## src/rtl/exc_pkg.sv

```systemverilog
// Shared constants for the exception sequencer: CP0 status bit positions,
// cause codes and the FSM state encoding.
package exc_pkg;
    localparam int ST_IE  = 0;
    localparam int ST_SYS = 1;
    localparam int ST_BRK = 2;
    localparam int ST_TEQ = 3;
    localparam int ST_IM  = 8;

    localparam logic [3:0] CAUSE_IRQ = 4'h0;
    localparam logic [3:0] CAUSE_SYS = 4'h8;
    localparam logic [3:0] CAUSE_BRK = 4'h9;
    localparam logic [3:0] CAUSE_TEQ = 4'hD;

    typedef enum logic [1:0] {
        S_IDLE   = 2'd0,
        S_TAKE   = 2'd1,
        S_VECTOR = 2'd2,
        S_RET    = 2'd3
    } state_t;
endpackage

```

## src/rtl/exc_ctrl_irq_sync.sv

```systemverilog
// Per-line IRQ synchronizer with rising-edge detect and sticky pending bits.
// A new edge takes precedence over a same-cycle clear of that bit.
module irq_sync
    import exc_pkg::*;
#(
    parameter int N_IRQ       = 4,
    parameter int SYNC_STAGES = 2
) (
    input  logic             clk,
    input  logic             rst_n,
    input  logic [N_IRQ-1:0] irq,
    input  logic [N_IRQ-1:0] clr_mask,
    output logic [N_IRQ-1:0] pending
);
    genvar gi;
    generate
        for (gi = 0; gi < N_IRQ; gi++) begin : g_line
            logic [SYNC_STAGES-1:0] sync_reg;
            logic                   prev_reg;
            logic                   pending_reg;
            logic                   rise;

            assign rise = sync_reg[SYNC_STAGES-1] & ~prev_reg;

            always_ff @(posedge clk or negedge rst_n) begin
                if (!rst_n) begin
                    sync_reg    <= '0;
                    prev_reg    <= 1'b0;
                    pending_reg <= 1'b0;
                end else begin
                    sync_reg    <= {sync_reg[SYNC_STAGES-2:0], irq[gi]};
                    prev_reg    <= sync_reg[SYNC_STAGES-1];
                    pending_reg <= (pending_reg & ~clr_mask[gi]) | rise;
                end
            end

            assign pending[gi] = pending_reg;
        end
    endgenerate
endmodule

```

## src/rtl/exc_ctrl.sv

```systemverilog
// Exception sequencer: qualifies decode traps and IRQs against CP0 status,
// pulses exception/eret to CP0 and redirects the PC.
module exc_ctrl
    import exc_pkg::*;
#(
    parameter int N_IRQ       = 4,
    parameter int SYNC_STAGES = 2
) (
    input  logic             clk,
    input  logic             rst_n,
    input  logic             instr_valid,
    input  logic [31:0]      pc_in,
    input  logic             is_syscall,
    input  logic             is_break,
    input  logic             is_teq,
    input  logic             teq_eq,
    input  logic             is_eret,
    input  logic             mtc0_in,
    input  logic [N_IRQ-1:0] irq,
    input  logic [31:0]      status,
    input  logic [31:0]      exc_addr,
    output logic             exception,
    output logic             eret,
    output logic [3:0]       cause,
    output logic [31:0]      epc,
    output logic             stall,
    output logic             pc_load,
    output logic [31:0]      pc_target,
    output logic [N_IRQ-1:0] irq_pending
);
    state_t           state_reg;
    logic             exception_reg, eret_reg, stall_reg, pc_load_reg;
    logic [3:0]       cause_reg;
    logic [31:0]      epc_reg;
    logic [N_IRQ-1:0] clr_sel_reg;
    logic [N_IRQ-1:0] clr_mask, masked, irq_onehot;
    logic             sys_ok, brk_ok, teq_ok, irq_ok, trap_ok, any_ok;
    logic             unused_status;

    assign unused_status = ^{status[31:ST_IM+N_IRQ], status[ST_IM-1:ST_TEQ+1]};

    irq_sync #(.N_IRQ(N_IRQ), .SYNC_STAGES(SYNC_STAGES)) u_irq_sync (
        .clk      (clk),
        .rst_n    (rst_n),
        .irq      (irq),
        .clr_mask (clr_mask),
        .pending  (irq_pending)
    );

    assign masked  = irq_pending & status[ST_IM +: N_IRQ];
    assign sys_ok  = is_syscall & status[ST_IE] & status[ST_SYS];
    assign brk_ok  = is_break & status[ST_IE] & status[ST_BRK];
    assign teq_ok  = is_teq & teq_eq & status[ST_IE] & status[ST_TEQ];
    assign irq_ok  = (|masked) & status[ST_IE];
    assign trap_ok = brk_ok | sys_ok | teq_ok;
    assign any_ok  = instr_valid & (is_eret | trap_ok | irq_ok);

    // Scan downwards so the lowest enabled pending line ends up selected.
    always_comb begin
        irq_onehot = '0;
        for (int i = N_IRQ - 1; i >= 0; i--) begin
            if (masked[i]) begin
                irq_onehot    = '0;
                irq_onehot[i] = 1'b1;
            end
        end
    end

    assign clr_mask = (state_reg == S_TAKE) ? clr_sel_reg : '0;

    always_ff @(posedge clk or negedge rst_n) begin
        if (!rst_n) begin
            state_reg     <= S_IDLE;
            exception_reg <= 1'b0;
            eret_reg      <= 1'b0;
            stall_reg     <= 1'b0;
            pc_load_reg   <= 1'b0;
            cause_reg     <= '0;
            epc_reg       <= '0;
            clr_sel_reg   <= '0;
        end else begin
            exception_reg <= 1'b0;
            eret_reg      <= 1'b0;
            stall_reg     <= 1'b0;
            pc_load_reg   <= 1'b0;
            case (state_reg)
                S_IDLE: begin
                    if (any_ok) begin
                        stall_reg <= 1'b1;
                        // CP0 serves an mtc0 first; hold one cycle and retry.
                        if (!mtc0_in) begin
                            if (is_eret) begin
                                state_reg   <= S_RET;
                                eret_reg    <= 1'b1;
                                pc_load_reg <= 1'b1;
                            end else begin
                                state_reg     <= S_TAKE;
                                exception_reg <= 1'b1;
                                epc_reg       <= pc_in;
                                clr_sel_reg   <= trap_ok ? '0 : irq_onehot;
                                if (brk_ok)      cause_reg <= CAUSE_BRK;
                                else if (sys_ok) cause_reg <= CAUSE_SYS;
                                else if (teq_ok) cause_reg <= CAUSE_TEQ;
                                else             cause_reg <= CAUSE_IRQ;
                            end
                        end
                    end
                end
                S_TAKE: begin
                    state_reg   <= S_VECTOR;
                    pc_load_reg <= 1'b1;
                    stall_reg   <= 1'b1;
                end
                default: state_reg <= S_IDLE;
            endcase
        end
    end

    assign exception = exception_reg;
    assign eret      = eret_reg;
    assign stall     = stall_reg;
    assign pc_load   = pc_load_reg;
    assign cause     = cause_reg;
    assign epc       = epc_reg;
    // exc_addr is CP0's combinational EPC/vector mux, valid only while pc_load is up.
    assign pc_target = pc_load_reg ? exc_addr : '0;
endmodule

```

## config.mk

```make
export PLATFORM = sky130hd
export DESIGN_NAME = exc_ctrl
export DESIGN_NICKNAME = d
export VERILOG_FILES = /design/src/rtl/exc_pkg.sv /design/src/rtl/exc_ctrl_irq_sync.sv /design/src/rtl/exc_ctrl.sv
export SDC_FILE = /design/constraint.sdc
export NUM_CORES = 1
export LEC_CHECK = 0
export CORE_ASPECT_RATIO = 1.1
export CORE_MARGIN = 2
export CORE_UTILIZATION = 35
export DETAILED_ROUTE_END_ITERATION = 10
export PLACE_DENSITY_LB_ADDON = 0.3
export SYNTH_ARGS = -nofsm -noshare
export SYNTH_HDL_FRONTEND = slang
export SYNTH_SLANG_ARGS = --single-unit
export TNS_END_PERCENT = 5
```

## constraint.sdc

```tcl
create_clock -name clk -period 2.2 [get_ports clk]
set_input_delay 0.44 -clock clk [delete_from_list [all_inputs] [get_ports clk]]
set_output_delay 0.44 -clock clk [all_outputs]
set_load 0.05 [all_outputs]
```

== Word-level counts from Yosys, hierarchy flattened ==
Index checks and enable logic that the tools add are counted.
Storage, ports and cells
  word-level logic and storage cells: 88
  flip-flop bits (word level): 62
  output and inout bits: 76
  input bits: 109
Operators by class
  muxes and demuxes: 25
  bitwise operators: 36
  equality and inequality tests: 3
  reductions and logical operators: 4
Operator list (number)
  $mux W4: 9
  $mux W32: 1
  $and A1 B1 Y1: 17
  $not A1 Y1: 10
  $mux W1: 9
  $or A1 B1 Y1: 8
  $mux W2: 3
  $and A4 B4 Y4: 1
  $ne A2 B2 Y1 const B: 2
  $pmux W1 S2: 2
  $pmux W2 S2: 1
  $reduce_and A4 Y1: 1
  $reduce_or A4 Y1: 1
  $eq A2 B1 Y1 const B: 1
  $logic_not A2 Y1: 1
  $reduce_and A2 Y1: 1

== Longest topological paths before layout ==
  word-level depth: 9
  gate-level depth with buffers: 5
  gate-level depth less buffers: 4

== Cells and area by module ==
From an unflattened synthesis, not the netlist that was laid out.
Unflattened totals
  cells, all modules: 196
  area, all modules: 2737.6 µm²
By module, submodules not included
  exc_ctrl: cells an instance 164, instances 1, area each 2227.1 µm², sequential area each 1126.1 µm²
  irq_sync: cells an instance 32, instances 1, area each 510.5 µm², sequential area each 400.4 µm²

== Worst setup path before layout ==
OpenSTA, ideal clock, no wires.
  path kind: input to register
  start point: input port is_syscall
  end point: register cause_reg[0], in the netlist cause[0]
  slack: 0.276 ns
  stages: 5
  required time: 2.075 ns
  path buffers: 1
  setup time: 0.125 ns
  arrival time: 1.798 ns
  cell sequence: a22o_1 or2_4 o311ai_4 buf_6 mux2_4
Between the ends
  word-level cells in the longest chain between the ends: 8
  elaborated cells on any way between the ends: 10
  classes of those cells: mux: 2; bitwise: 7; reduce/logical: 1
Ends and longest elaborated chain
  start: declaration: line exc_ctrl.sv:13  | input logic is_syscall,
  $and A1 B1 Y1 (*) (2 in series): line exc_ctrl.sv:51  | assign sys_ok = is_syscall & status[ST_IE] & status[ST_SYS];
  $or A1 B1 Y1 (2 in series): line exc_ctrl.sv:55  | assign trap_ok = brk_ok | sys_ok | teq_ok;
  $or A1 B1 Y1 (2 in series): line exc_ctrl.sv:56  | assign any_ok = instr_valid & (is_eret | trap_ok | irq_ok);
  $and A1 B1 Y1: line exc_ctrl.sv:56
  $reduce_and A4 Y1 (no source line)
  end signal: assignment: line exc_ctrl.sv:78  | cause_reg <= '0;
  end signal: assignment: line exc_ctrl.sv:101  | if (brk_ok) cause_reg <= CAUSE_BRK;
  end signal: assignment: line exc_ctrl.sv:102  | else if (sys_ok) cause_reg <= CAUSE_SYS;
  end: declaration: line exc_ctrl.sv:33  | logic [3:0] cause_reg;
Mark *: on every way between the ends. The rest lies on a longest branch, timed or not.
A chain may end at the register's enable or synchronous reset.

== Worst setup path after layout ==
  start point: input port is_syscall
  end point: register clr_sel_reg[2]
Between the ends
  word-level cells in the longest chain between the ends: 8
  elaborated cells on any way between the ends: 9
  classes of those cells: mux: 1; bitwise: 7; reduce/logical: 1
Ends and longest elaborated chain
  $and A1 B1 Y1 (*) (2 in series): line exc_ctrl.sv:51
  $or A1 B1 Y1 (*) (2 in series): line exc_ctrl.sv:55
  $or A1 B1 Y1 (2 in series): line exc_ctrl.sv:56
  $and A1 B1 Y1: line exc_ctrl.sv:56
  $reduce_and A4 Y1 (no source line)
  end signal: assignment: line exc_ctrl.sv:100  | clr_sel_reg <= trap_ok ? '0 : irq_onehot;
  end: declaration: line exc_ctrl.sv:35  | logic [N_IRQ-1:0] clr_sel_reg;
Marks and branches as above.

==> results.toml <==
[run_status]
outcome = "complete, no violations"

[floorplan]
fp-row-count = 33
die_area_um2 = 8400
die_w_um = 87.6
die_y_um = 96.0
core-area_um2 = 7470
start_util = 0.360
pin_count = 185

[logic_synthesis]
yosys-top-cells-area = "dfrtp_1 (57%), mux2_4 (20%), and2_1 (7.7%)"
synth_most_common_cell = "dfrtp_1"
synth-edff-count = 0
ys.flop_type = "dfrtp_1"
synth.avg_cell_area_um2 = 13.6
synth_top_cell_area_share = 0.567
ys_types = 28
ys_ff_latch = 61
yosysTopAreaCell = "dfrtp_1"
async_flop_share = 1.00
synth_warnings = 0
syn_nets = 307
synth_commonest_cells = "dfrtp_1 (61), mux2_4 (36), and2_1 (33)"
netlist_instances = 198
yosysSeqAreaShare = 0.567
synthesis.area_um2 = 2690

[route]
drtIter0Drc = 54
dr.pass1.iters = 4
wl_um = 6760
dr_total_vias = 2084
antenna_left = 0
avgRoutedWirePerCell_um = 14.1
vias_per_cell = 4.36
drc_errors = 0

[finish]
stdcell_area_um2 = 4990
fin_nets = 477
nFillCells = 537
multiInputGateArea_um2 = 1040
final_util = 0.667
seqCellArea_um2 = 1530
synthToLayoutAreaGrowth_pct = 85.3
drive_above_1_share = 0.271
largest_reg_flops = 32
diodes = 0

[global_route]
grt_pass1_vias = 2088
gr-usage-all-layers = 0.164
antenna_found_initial = 0
grt_start_max_net_pins = 34
grt_pass1_wl_um = 10400
grt-ovfl-total = 0

[timing]
rsz0062_at_grt = "no"
fmax_mhz = 472
slew-limit-headroom = 0.536
fin_crit_ns = 2.12
finalCritPeriodShare = 0.964
setup_viol_count_final = 0
drv_slew = 0
finalHoldViolCount = 0
skew_ns = 0.00976
tightest_slew_ns = 0.697

[power]
power_mw = 4.66
vdd_drop_max_mv = 0.577
p_leak_nw = 2.31
powerDensity_nw_per_um2 = 934

[critical_path]
cp_max_fo = 6
crit_family = "buffers and inverters"
crit_slowest_cell = "clkdlybuf4s50_1"
critPathBufInv = 2
end_kind = "flop"
path_cells = "clkdlybuf4s50_1 > a22o_1 > or2_4 > o311ai_4 > buf_4 > mux2_4"
path_class = "in2reg"
setup.worst_path.start_class = "input pin"
worstPathArrival_ns = 2.33
critPathMaxStageDelay_ns = 0.42
worstPathRequired_ns = 2.41

[clocking]
clock_path_buffers = 2
clock-sinks = 61
clk_pin_slew_ns = 0.07
worstSkewPairLatency_ns = 0.33
cts-resized-gates = 0
root_buffer = "clkbuf_8"
h-tree-depth = 3
cts_tree = "yes"
holdBufCountCts = 0
cts_post_setup_buffers_inserted = 0
cts_buffers = 9

[place]
placed_area_um2 = 4760
portBuffers = 159
hpwl_um = 5270
gp_congestion = 0.777

[worst_hold_path]
worstHoldPathType = "in2async"

[flow_run]
maxCapViolCount = 0
[worst register-to-register path: stages, from the launching register on]
cell	delay, ns
dfrtp_1	0.42
or4b_4	0.56
nor2_4	0.13
o311ai_4	0.15
buf_12	0.22
mux2_4	0.31
[final timing paths]
check / slack, ns / start / cells after the start / to
max: 0.08 / is_syscall / 6 / clr_sel_reg[2]
min: 0.15 / rst_n / 1 / epc[21]
max reg2reg: 0.29 / state_reg[1] / 5 / epc[1]
min reg2reg: 0.35 / u_irq_sync.g_line[1].sync_reg[0] / 0 / u_irq_sync.g_line[1].sync_reg[1]
max in group asynchronous: 1.44 / rst_n / 2 / state_reg[1]
min in group clk: 0.35 / u_irq_sync.g_line[1].sync_reg[0] / 0 / u_irq_sync.g_line[1].sync_reg[1]
[per-layer routing]
metal  vias to the layer above  global-route usage  wire (um)  share of wire
met5                         -                   0          0              0
met4                         0              0.0679         68          0.010
met3                         8              0.0583        669          0.099
met2                       111               0.270       3360           0.50
met1                       970               0.194       2660           0.39
li1                        995                   -          -              -
[cells by family (layout without fill, tap and decap cells)]
| group | Yosys count | after routing | synth area share |
|---|---|---|---|
| other | 1 | 1 | 0.00139 |
| muxes | 38 | 38 | 0.208 |
| DFF | 61 | 61 | 0.567 |
| AOI/OAI and AO/OA | 15 | 15 | 0.0423 |
| and+or+nand+nor | 62 | 62 | 0.133 |
| buffers and inverters | 21 | 196 | 0.0474 |
[cells in the final DEF, fill, tap and decap left out, drive strengths merged, types with 2 or more instances in the layout]
cell             n
and2            33
clkdlybuf4s50  125
bufinv           2
dfrtp           61
mux2            36
nand4            2
buf             46
mux2i            2
and3             2
nor2             6
nand3            2
inv              9
clkbuf          13
a21oi            3
nand2           13
o21ai            5
[report_power, final]
group	internal [mW]	switching, mW	total [mW]
clock	0.701	0.423	1.12
sequential	1.36	0.134	1.49
combinational	0.896	1.14	2.04
total	2.96	1.70	4.66
[stage by stage]
stage	setup WS, ns	hold WS [ns]	setup TNS, ns	instances
2_1_floorplan	0.276	0.144	0	198
3_3_place_gp	-0.248	0.333	-8.57	462
3_5_place_dp	-0.279	0.336	-9.66	462
4_1_cts	0.0802	0.166	0	478
5_1_grt	0.0513	0.189	0	478
6_report	0.0797	0.146	0	478
[area by class of cell]
class,count,area share
Tap cell,105,0.0263
Multi-Input combinational cell,116,0.208
Inverter,9,0.00678
Timing Repair Buffer,171,0.408
Clock inverter,3,0.0136
Sequential cell,61,0.306
Clock buffer,13,0.0319
No activity file was read; power rests on OpenSTA's default activity.
